## config.mk

```make
export PLATFORM = sky130hd
export DESIGN_NAME = ps2_receptor_fifo
export DESIGN_NICKNAME = d
export VERILOG_FILES = /design/src/rtl/ps2_receptor_fifo.sv
export SDC_FILE = /design/constraint.sdc
export NUM_CORES = 1
export LEC_CHECK = 0
export ABC_CLOCK_PERIOD_IN_PS = 3100
export CORE_MARGIN = 1
export CORE_UTILIZATION = 59
export CTS_CLUSTER_DIAMETER = 100
export CTS_CLUSTER_SIZE = 30
export DETAILED_ROUTE_END_ITERATION = 16
export GPL_ROUTABILITY_DRIVEN = 0
export PLACE_DENSITY = 0.78
export SYNTH_ARGS = -nofsm -noshare
export SYNTH_HDL_FRONTEND = slang
export SYNTH_SLANG_ARGS = --single-unit
```

## constraint.sdc

```tcl
create_clock -name clk -period 3.1 [get_ports clk]
set_input_delay 0.62 -clock clk [delete_from_list [all_inputs] [get_ports clk]]
set_output_delay 0.62 -clock clk [all_outputs]
set_load 0.03 [all_outputs]
```

## src/rtl/ps2_receptor_fifo.sv

```systemverilog
// PS/2 keyboard receiver: framing, E0/F0 prefix folding, event FIFO.
// Optional macro PS2_PARITY_CHECK_EN enables odd-parity enforcement.
module ps2_receptor_fifo #(
    parameter int SYNC_STAGES    = 2,
    parameter int FIFO_DEPTH     = 8,
    parameter int TIMEOUT_CYCLES = 50000
) (
    input  logic                            clk,
    input  logic                            rst,
    input  logic                            clkps,
    input  logic                            Rx,
    input  logic                            pop,
    output logic [7:0]                      codigo,
    output logic                            ext,
    output logic                            brk,
    output logic                            dato_valido,
    output logic [$clog2(FIFO_DEPTH+1)-1:0] cuenta,
    output logic [7:0]                      ultimo,
    output logic                            error_trama,
    output logic                            desborde
);

    localparam int AW = $clog2(FIFO_DEPTH);
    localparam int CW = $clog2(FIFO_DEPTH + 1);
    localparam int TW = $clog2(TIMEOUT_CYCLES + 1);

    typedef enum logic [1:0] {IDLE, DATOS, PARIDAD, PARADA} state_t;

    logic [SYNC_STAGES-1:0] r_clk_sync;
    logic [SYNC_STAGES-1:0] r_rx_sync;
    logic                   r_clk_prev;
    logic                   w_clk_s;
    logic                   w_rx_s;
    logic                   w_fall;

    state_t                 r_state;
    logic [2:0]             r_bitcnt;
    logic [7:0]             r_shift;
    logic                   r_par;
    logic [TW-1:0]          r_gap;
    logic                   r_good;
    logic [7:0]             r_code;
    logic                   r_err;
    logic                   r_ext_p;
    logic                   r_brk_p;
    logic [7:0]             r_ultimo;
    logic                   w_par_ok;
    logic                   w_frame_bad;
    logic                   w_push;

    logic [9:0]             r_mem [FIFO_DEPTH];
    logic [AW-1:0]          r_wr;
    logic [AW-1:0]          r_rd;
    logic [CW-1:0]          r_cnt;
    logic                   r_ovf;
    logic                   w_empty;
    logic                   w_full;
    logic                   w_wr;
    logic                   w_rd;
    logic [9:0]             w_head;

    always_ff @(posedge clk) begin
        if (rst) begin
            r_clk_sync <= '1;
            r_rx_sync  <= '1;
            r_clk_prev <= 1'b1;
        end else begin
            r_clk_sync <= {r_clk_sync[SYNC_STAGES-2:0], clkps};
            r_rx_sync  <= {r_rx_sync[SYNC_STAGES-2:0], Rx};
            r_clk_prev <= w_clk_s;
        end
    end

    assign w_clk_s = r_clk_sync[SYNC_STAGES-1];
    assign w_rx_s  = r_rx_sync[SYNC_STAGES-1];
    assign w_fall  = r_clk_prev & ~w_clk_s;

`ifdef PS2_PARITY_CHECK_EN
    assign w_par_ok = ^{r_shift, r_par};
`else
    // parity bit is still captured so the frame timing is identical
    assign w_par_ok = r_par | ~r_par;
`endif

    assign w_frame_bad = w_fall && (r_state == PARADA) && !(w_rx_s && w_par_ok);
    assign w_push      = r_good && (r_code != 8'hE0) && (r_code != 8'hF0);

    always_ff @(posedge clk) begin
        if (rst) begin
            r_state  <= IDLE;
            r_bitcnt <= '0;
            r_shift  <= '0;
            r_par    <= 1'b0;
            r_gap    <= '0;
            r_good   <= 1'b0;
            r_code   <= '0;
            r_err    <= 1'b0;
            r_ext_p  <= 1'b0;
            r_brk_p  <= 1'b0;
            r_ultimo <= '0;
        end else begin
            r_good <= 1'b0;
            r_err  <= 1'b0;
            if (w_fall || r_state == IDLE) r_gap <= '0;
            else                           r_gap <= r_gap + 1'b1;

            if (w_fall) begin
                case (r_state)
                    IDLE: begin
                        if (!w_rx_s) begin
                            r_state  <= DATOS;
                            r_bitcnt <= '0;
                        end
                    end
                    DATOS: begin
                        r_shift  <= {w_rx_s, r_shift[7:1]};
                        r_bitcnt <= r_bitcnt + 1'b1;
                        if (r_bitcnt == 3'd7) r_state <= PARIDAD;
                    end
                    PARIDAD: begin
                        r_par   <= w_rx_s;
                        r_state <= PARADA;
                    end
                    PARADA: begin
                        r_state <= IDLE;
                        if (w_frame_bad) begin
                            r_err <= 1'b1;
                        end else begin
                            r_good <= 1'b1;
                            r_code <= r_shift;
                        end
                    end
                    default: r_state <= IDLE;
                endcase
            end else if (r_state != IDLE && r_gap == TW'(TIMEOUT_CYCLES - 1)) begin
                // timeout aborts the byte but keeps any pending prefix
                r_state <= IDLE;
                r_err   <= 1'b1;
            end

            if (r_good) begin
                if (r_code == 8'hE0) begin
                    r_ext_p <= 1'b1;
                end else if (r_code == 8'hF0) begin
                    r_brk_p <= 1'b1;
                end else begin
                    r_ext_p  <= 1'b0;
                    r_brk_p  <= 1'b0;
                    r_ultimo <= r_code;
                end
            end else if (w_frame_bad) begin
                r_ext_p <= 1'b0;
                r_brk_p <= 1'b0;
            end
        end
    end

    assign w_empty = (r_cnt == '0);
    assign w_full  = (r_cnt == CW'(FIFO_DEPTH));
    assign w_rd    = pop && !w_empty;
    assign w_wr    = w_push && (!w_full || w_rd);

    always_ff @(posedge clk) begin
        if (w_wr) r_mem[r_wr] <= {r_ext_p, r_brk_p, r_code};
    end

    always_ff @(posedge clk) begin
        if (rst) begin
            r_wr  <= '0;
            r_rd  <= '0;
            r_cnt <= '0;
            r_ovf <= 1'b0;
        end else begin
            if (w_wr) r_wr <= r_wr + 1'b1;
            if (w_rd) r_rd <= r_rd + 1'b1;
            if (w_wr && !w_rd)      r_cnt <= r_cnt + 1'b1;
            else if (!w_wr && w_rd) r_cnt <= r_cnt - 1'b1;
            if (w_push && !w_wr) r_ovf <= 1'b1;
        end
    end

    assign w_head      = r_mem[r_rd];
    assign dato_valido = !w_empty;
    assign codigo      = dato_valido ? w_head[7:0] : 8'h00;
    assign brk         = dato_valido & w_head[8];
    assign ext         = dato_valido & w_head[9];
    assign cuenta      = r_cnt;
    assign ultimo      = r_ultimo;
    assign error_trama = r_err;
    assign desborde    = r_ovf;

endmodule

```

# After elaboration in Yosys (flattened, before gate mapping)
# Memory sizes are Yosys's and may differ from the RTL's. A register that Yosys moved wholly into a read port is not among the register bits.
# Index checks and enable logic that the tools add are counted.
word_totals:
  register_bits: 65
  ram_bits: 80
  output_inout_bits: 25
  mem_count: 1
classes:
  add_sub_neg: 6
  n_eq_ne: 15
  n_mux: 26
  n_bitwise: 9
  n_reduce_logical: 33
memory_table:
  columns: ["memory", "depth", "word_bits", "rd", "rd_clocked_by_memory_dff", "wr", "line", "text"]
  rows:
  - ["r_mem", 8, 10, 1, 1, 1, "51", "logic [9:0] r_mem [FIFO_DEPTH];"]
ops:
  columns: ["op", "n"]
  rows:
  - ["adder 16 x 1 -> 16 bit (second input constant)", 1]
  - ["equality test 16 bit (second input constant)", 1]
  - ["equality test 8 bit (second input constant)", 2]
  - ["inequality test 8 bit (second input constant)", 2]
  - ["two-way mux 1 bit", 14]
  - ["AND reduction 3 bit", 4]
  - ["logical AND 1 bit", 10]
  - ["nonzero test 2 bit", 5]
  - ["adder 3 x 1 -> 3 bit (second input constant)", 3]
  - ["two-way mux 3 bit", 3]
  - ["inequality test 3 bit (second input constant)", 3]
  - ["two-way mux 2 bit", 4]
  - ["two-way mux 4 bit", 2]
  - ["two-way mux 8 bit", 1]
  - ["case mux 2 bit (4 select lines)", 1]
  - ["inverter 1 bit", 6]
  - ["case mux 3 bit (2 select lines)", 1]
  - ["AND reduction 2 bit", 3]
  - ["zero test 1 bit", 5]
  - ["adder 4 x 1 -> 4 bit (second input constant)", 1]
  - ["equality test 2 bit (second input constant)", 2]
  - ["equality test 4 bit (second input constant)", 1]
  - ["zero test 4 bit", 1]
  - ["inequality test 2 bit (second input constant)", 2]
  - ["8 further kinds", 11]

# Logic depth before layout (Yosys ltp)
logic_depth:
  word_depth: 9
  mapped_depth: 11
  mapped_depth_nobuf: 11

# Worst setup path after synthesis
# OpenSTA, ideal clock, no wires.
synth_path:
  path_kind: "reg2reg"
  from: "register r_cnt[0] (netlist: cuenta[0])"
  to: "register r_cnt[3] (netlist: cuenta[3])"
  arrival_time_ns: 2.767
  required_ns: 2.979
  path_slack_ns: 0.212
  stages_incl_launch_ff: 12
  path_buffers: 0
  path_cell_list: "dfxtp_1 -> or3_4 -> or3b_4 -> nand2_2 -> inv_2 -> ha_1 -> inv_1 -> ha_1 -> a21oi_1 -> a211oi_1 -> a31oi_1 -> mux2_2"
synth_between:
  elab_chain_len: 8
synth_lines:
  columns: ["item", "line", "text"]
  rows:
  - ["from (decl)", "54", "logic [CW-1:0] r_cnt;"]
  - ["from (signal assigned)", "176", "if (w_wr && !w_rd) r_cnt <= r_cnt + 1'b1;"]
  - ["from (signal assigned)", "177", "else if (!w_wr && w_rd) r_cnt <= r_cnt - 1'b1;"]
  - ["zero test 4 bit", "158", "assign w_empty = (r_cnt == '0);"]
  - ["zero test 1 bit", "160", "assign w_rd = pop && !w_empty;"]
  - ["logical AND 1 bit", "160", null]
  - ["logical OR 1 bit *", "161", "assign w_wr = w_push && (!w_full || w_rd);"]
  - ["logical AND 1 bit *", "161", null]
  - ["via w_wr", "58", "logic w_wr;"]
  - ["zero test 1 bit", "177", null]
  - ["logical AND 1 bit", "177", null]
  - ["nonzero test 2 bit (no source line)", null, null]
# The timed path passes the listed nets; every way through them passes the cells marked *. The select of a mux whose other input is x is not followed.
# A chain may end at the register's enable or synchronous reset.

==> results.toml <==
[clocking]
post-cts-setup-buffers = 0
numCtsBuffers = 17
clkSinkCount = 148
cts_tree = "built"
cts_buffer_depth = 2
clkLatencyLatePin_ps = 530
htreeDepth = 4
clk_pin_slew_ps = 60
root_buffer = "clkbuf_8"

[route]
drt_iter0_drc = 248
viasPerCell = 5.72
drcViolationCount = 0
ant_nets = 0
wl_met3_microns = 409
wirelength_mm = 11.3
first_pass_iters = 4
vias = 3696
drt-met1-wl_mm = 4.94
maxUsedRoutingLayer = "met4"
post_drt_wl_per_cell_microns = 17.5
dr_wl_met2_mm = 5.70

[floorplanning]
ios = 30
start_util_pct = 60.6
design.die.area_sq_mm = 0.0104
fp.coreArea_sq_mm = 0.00973
rows = 36
die_width_microns = 102
fp.dieH_microns = 102

[yosys]
ys_types = 51
syn-num-nets = 468
ys_warn_count = 0
seq_area_frac_synth_pct = 63.8
synth_area_leader_cell = "edfxtp_1"
synth_area_leaders = "edfxtp_1 41%, dfxtp_1 23%, mux4_2 7.6%"
ys.flop_type = "edfxtp_1"
synth_edf_count = 80
async_flop_share_pct = 0
ys_ff_latch = 148
yosysTopAreaCellShare_pct = 40.7
syn-cell-area_sq_mm = 0.00590
synth.avg_cell_area_sq_um = 13.1
synth_cells = 450

[pwr]
peakVddDrop_mv = 0.440
p_leak_uw = 0.00244
power_density_mw_per_mm2 = 731

[cells_and_area]
antenna_cells = 0
final_util_pct = 72.2
layout.cells.most_common = "edfxtp_1"
layout_common_cells = "80 x edfxtp_1, 68 x dfxtp_1, 53 x nor2_1"
layout-drive-gt1-share_pct = 17.7
synthToLayoutAreaGrowth_pct = 19.2
nets = 518

[timing]
relSlewSlack_pct = 31.4
drv_slew = 0
worst_slew_pin_slew_ps = 1030
hold_viol_final = 0
max_clock_freq_ghz = 0.343
fin_tns_setup_ps = 0
clock_skew_ps = 12.7
fin_crit_sh_pct = 94.0
rsz0062_at_grt = "false"
finalSetupViolCount = 0
fin_crit_ps = 2910

[status]
status = "finished, final reports clean"

[setup_path]
crit_arrival_ps = 2290
ff2ff_path_depth = 11
r2r-start = "r_code[7]$_SDFFE_PP0P_"
startpoint_type = "flop"
worstPathRequired_ps = 2480
r2r_setup_slack_ps = 310
reg2reg_to = "cuenta[3]$_SDFFE_PP0P_"
timing_worst_setup_path_type = "reg -> out"
critPathMaxFanout = 20
crit_path_end_kind = "primary output"

[worst_hold_path]
whs_endpoint = "r_rx_sync[1]$_SDFF_PP1_"
hold_class = "reg -> reg"
hp-start = "r_rx_sync[0]$_SDFF_PP1_"
min_path_cells = 1

[place]
hpwl_mm = 7.11
io_buffers = 29

[job]
cap_violations = 0

[global_routing]
grt_pass1_vias = 3641
grt_max_degree = 34
grtUsageTotal_pct = 23.5
antenna_found_initial = 0
grt_pass1_wl_mm = 17.7
grt_overflow_total = 0
cell families after synthesis:
logic type               count (synthesis)  synth area share (%)
AO/OA/AOI/OAI                           48                  5.30
XOR/XNOR                                15                  2.23
adder cells (fa/ha/maj)                 13                  2.89
buffers and inverters                   34                  2.23
flip-flops                             148                  63.8
multiplexers                            41                  11.2
AND/OR/NAND/NOR                        151                  12.3
registers in the layout, indices dropped and copies added (netlist names), named ones only:
signal / cells
r_code: 8
r_gap: 16
r_bitcnt: 3
desborde: 1
r_good: 1
error_trama: 1
r_clk_sync: 2
r_mem: 80
r_rx_sync: 2
r_shift: 8
r_clk_prev: 1
r_rd: 3
r_brk_p: 1
ultimo: 8
r_wr: 3
r_ext_p: 1
r_state: 2
cuenta: 4
worst max-delay path by stage:
stage,end,cells after the start
after floorplan,cuenta[3]$_SDFFE_PP0P_,11
after global placement,cuenta[3]$_SDFFE_PP0P_,11
after detailed placement,cuenta[3]$_SDFFE_PP0P_,11
after CTS,ext,5
after global routing,codigo[7],5
final,codigo[7],5
per-layer routing:
layer,track usage (%),vias to the layer above
li1,-,1753
met1,30.1,1830
met2,38.0,91
met3,5.27,22
met4,11.8,0
met5,0,-
timing repair:
item                       CTS  global route
pin swaps                    0             0
gates resized for setup      5             5
hold buffers                 0             0
setup endpoints to repair    5             5
power by group:
part | internal [uW] | switching, uW | total [uW]
sequential | 2090 | 44.2 | 2130
clock | 1130 | 779 | 1910
combinational | 487 | 613 | 1100
per-stage QoR:
step | total power [uW] | std cells | instance area [sq um] | worst slack [ps] | hold slack [ps]
6_report | 5140 | 646 | 7030 | 187 | 407
5_1_grt | 5330 | 646 | 7030 | 78.1 | 423
4_1_cts | 5190 | 646 | 7020 | 1.12 | 408
3_5_place_dp | 3330 | 614 | 6460 | 37.2 | 394
3_3_place_gp | 3300 | 614 | 6460 | 83.0 | 393
2_1_floorplan | 2930 | 450 | 5900 | 212 | 389
cell usage after synthesis (2+ instances only):
library cell	instances
nand3_1	22
nor2b_1	2
clkbuf_1	16
or2_2	5
edfxtp_1	80
nand3b_1	2
o21ai_0	4
mux2i_1	20
mux4_2	20
xnor2_1	9
o221a_2	2
nor3_1	7
nand2b_1	3
inv_1	13
nand4_1	6
nor3b_1	2
o32ai_1	2
dfxtp_1	68
nand2_1	33
a21oi_1	24
ha_1	12
a31oi_1	2
nor2_1	53
xor2_1	6
and3_1	3
or4_1	2
or3_1	2
buf_2	3
nor4_1	3
o21ai_1	2
a22oi_1	2
critical path: stages (launching register included):
cell and delay, ps:
dfxtp_1 350, buf_12 210, mux4_2 530, mux2i_1 230, nor2_1 80, dlygate4sd2_1 360
layout make-up:
cell class                      count  area [sq um]
Fill cell                         646          2700
Clock buffer                       23           500
Multi-Input combinational cell    268          2010
Timing Repair Buffer               51           474
Clock inverter                      9          63.8
Sequential cell                   148          3760
Inverter                           14          52.6
Tap cell                          133           166
(Power assumes the default switching activity.)
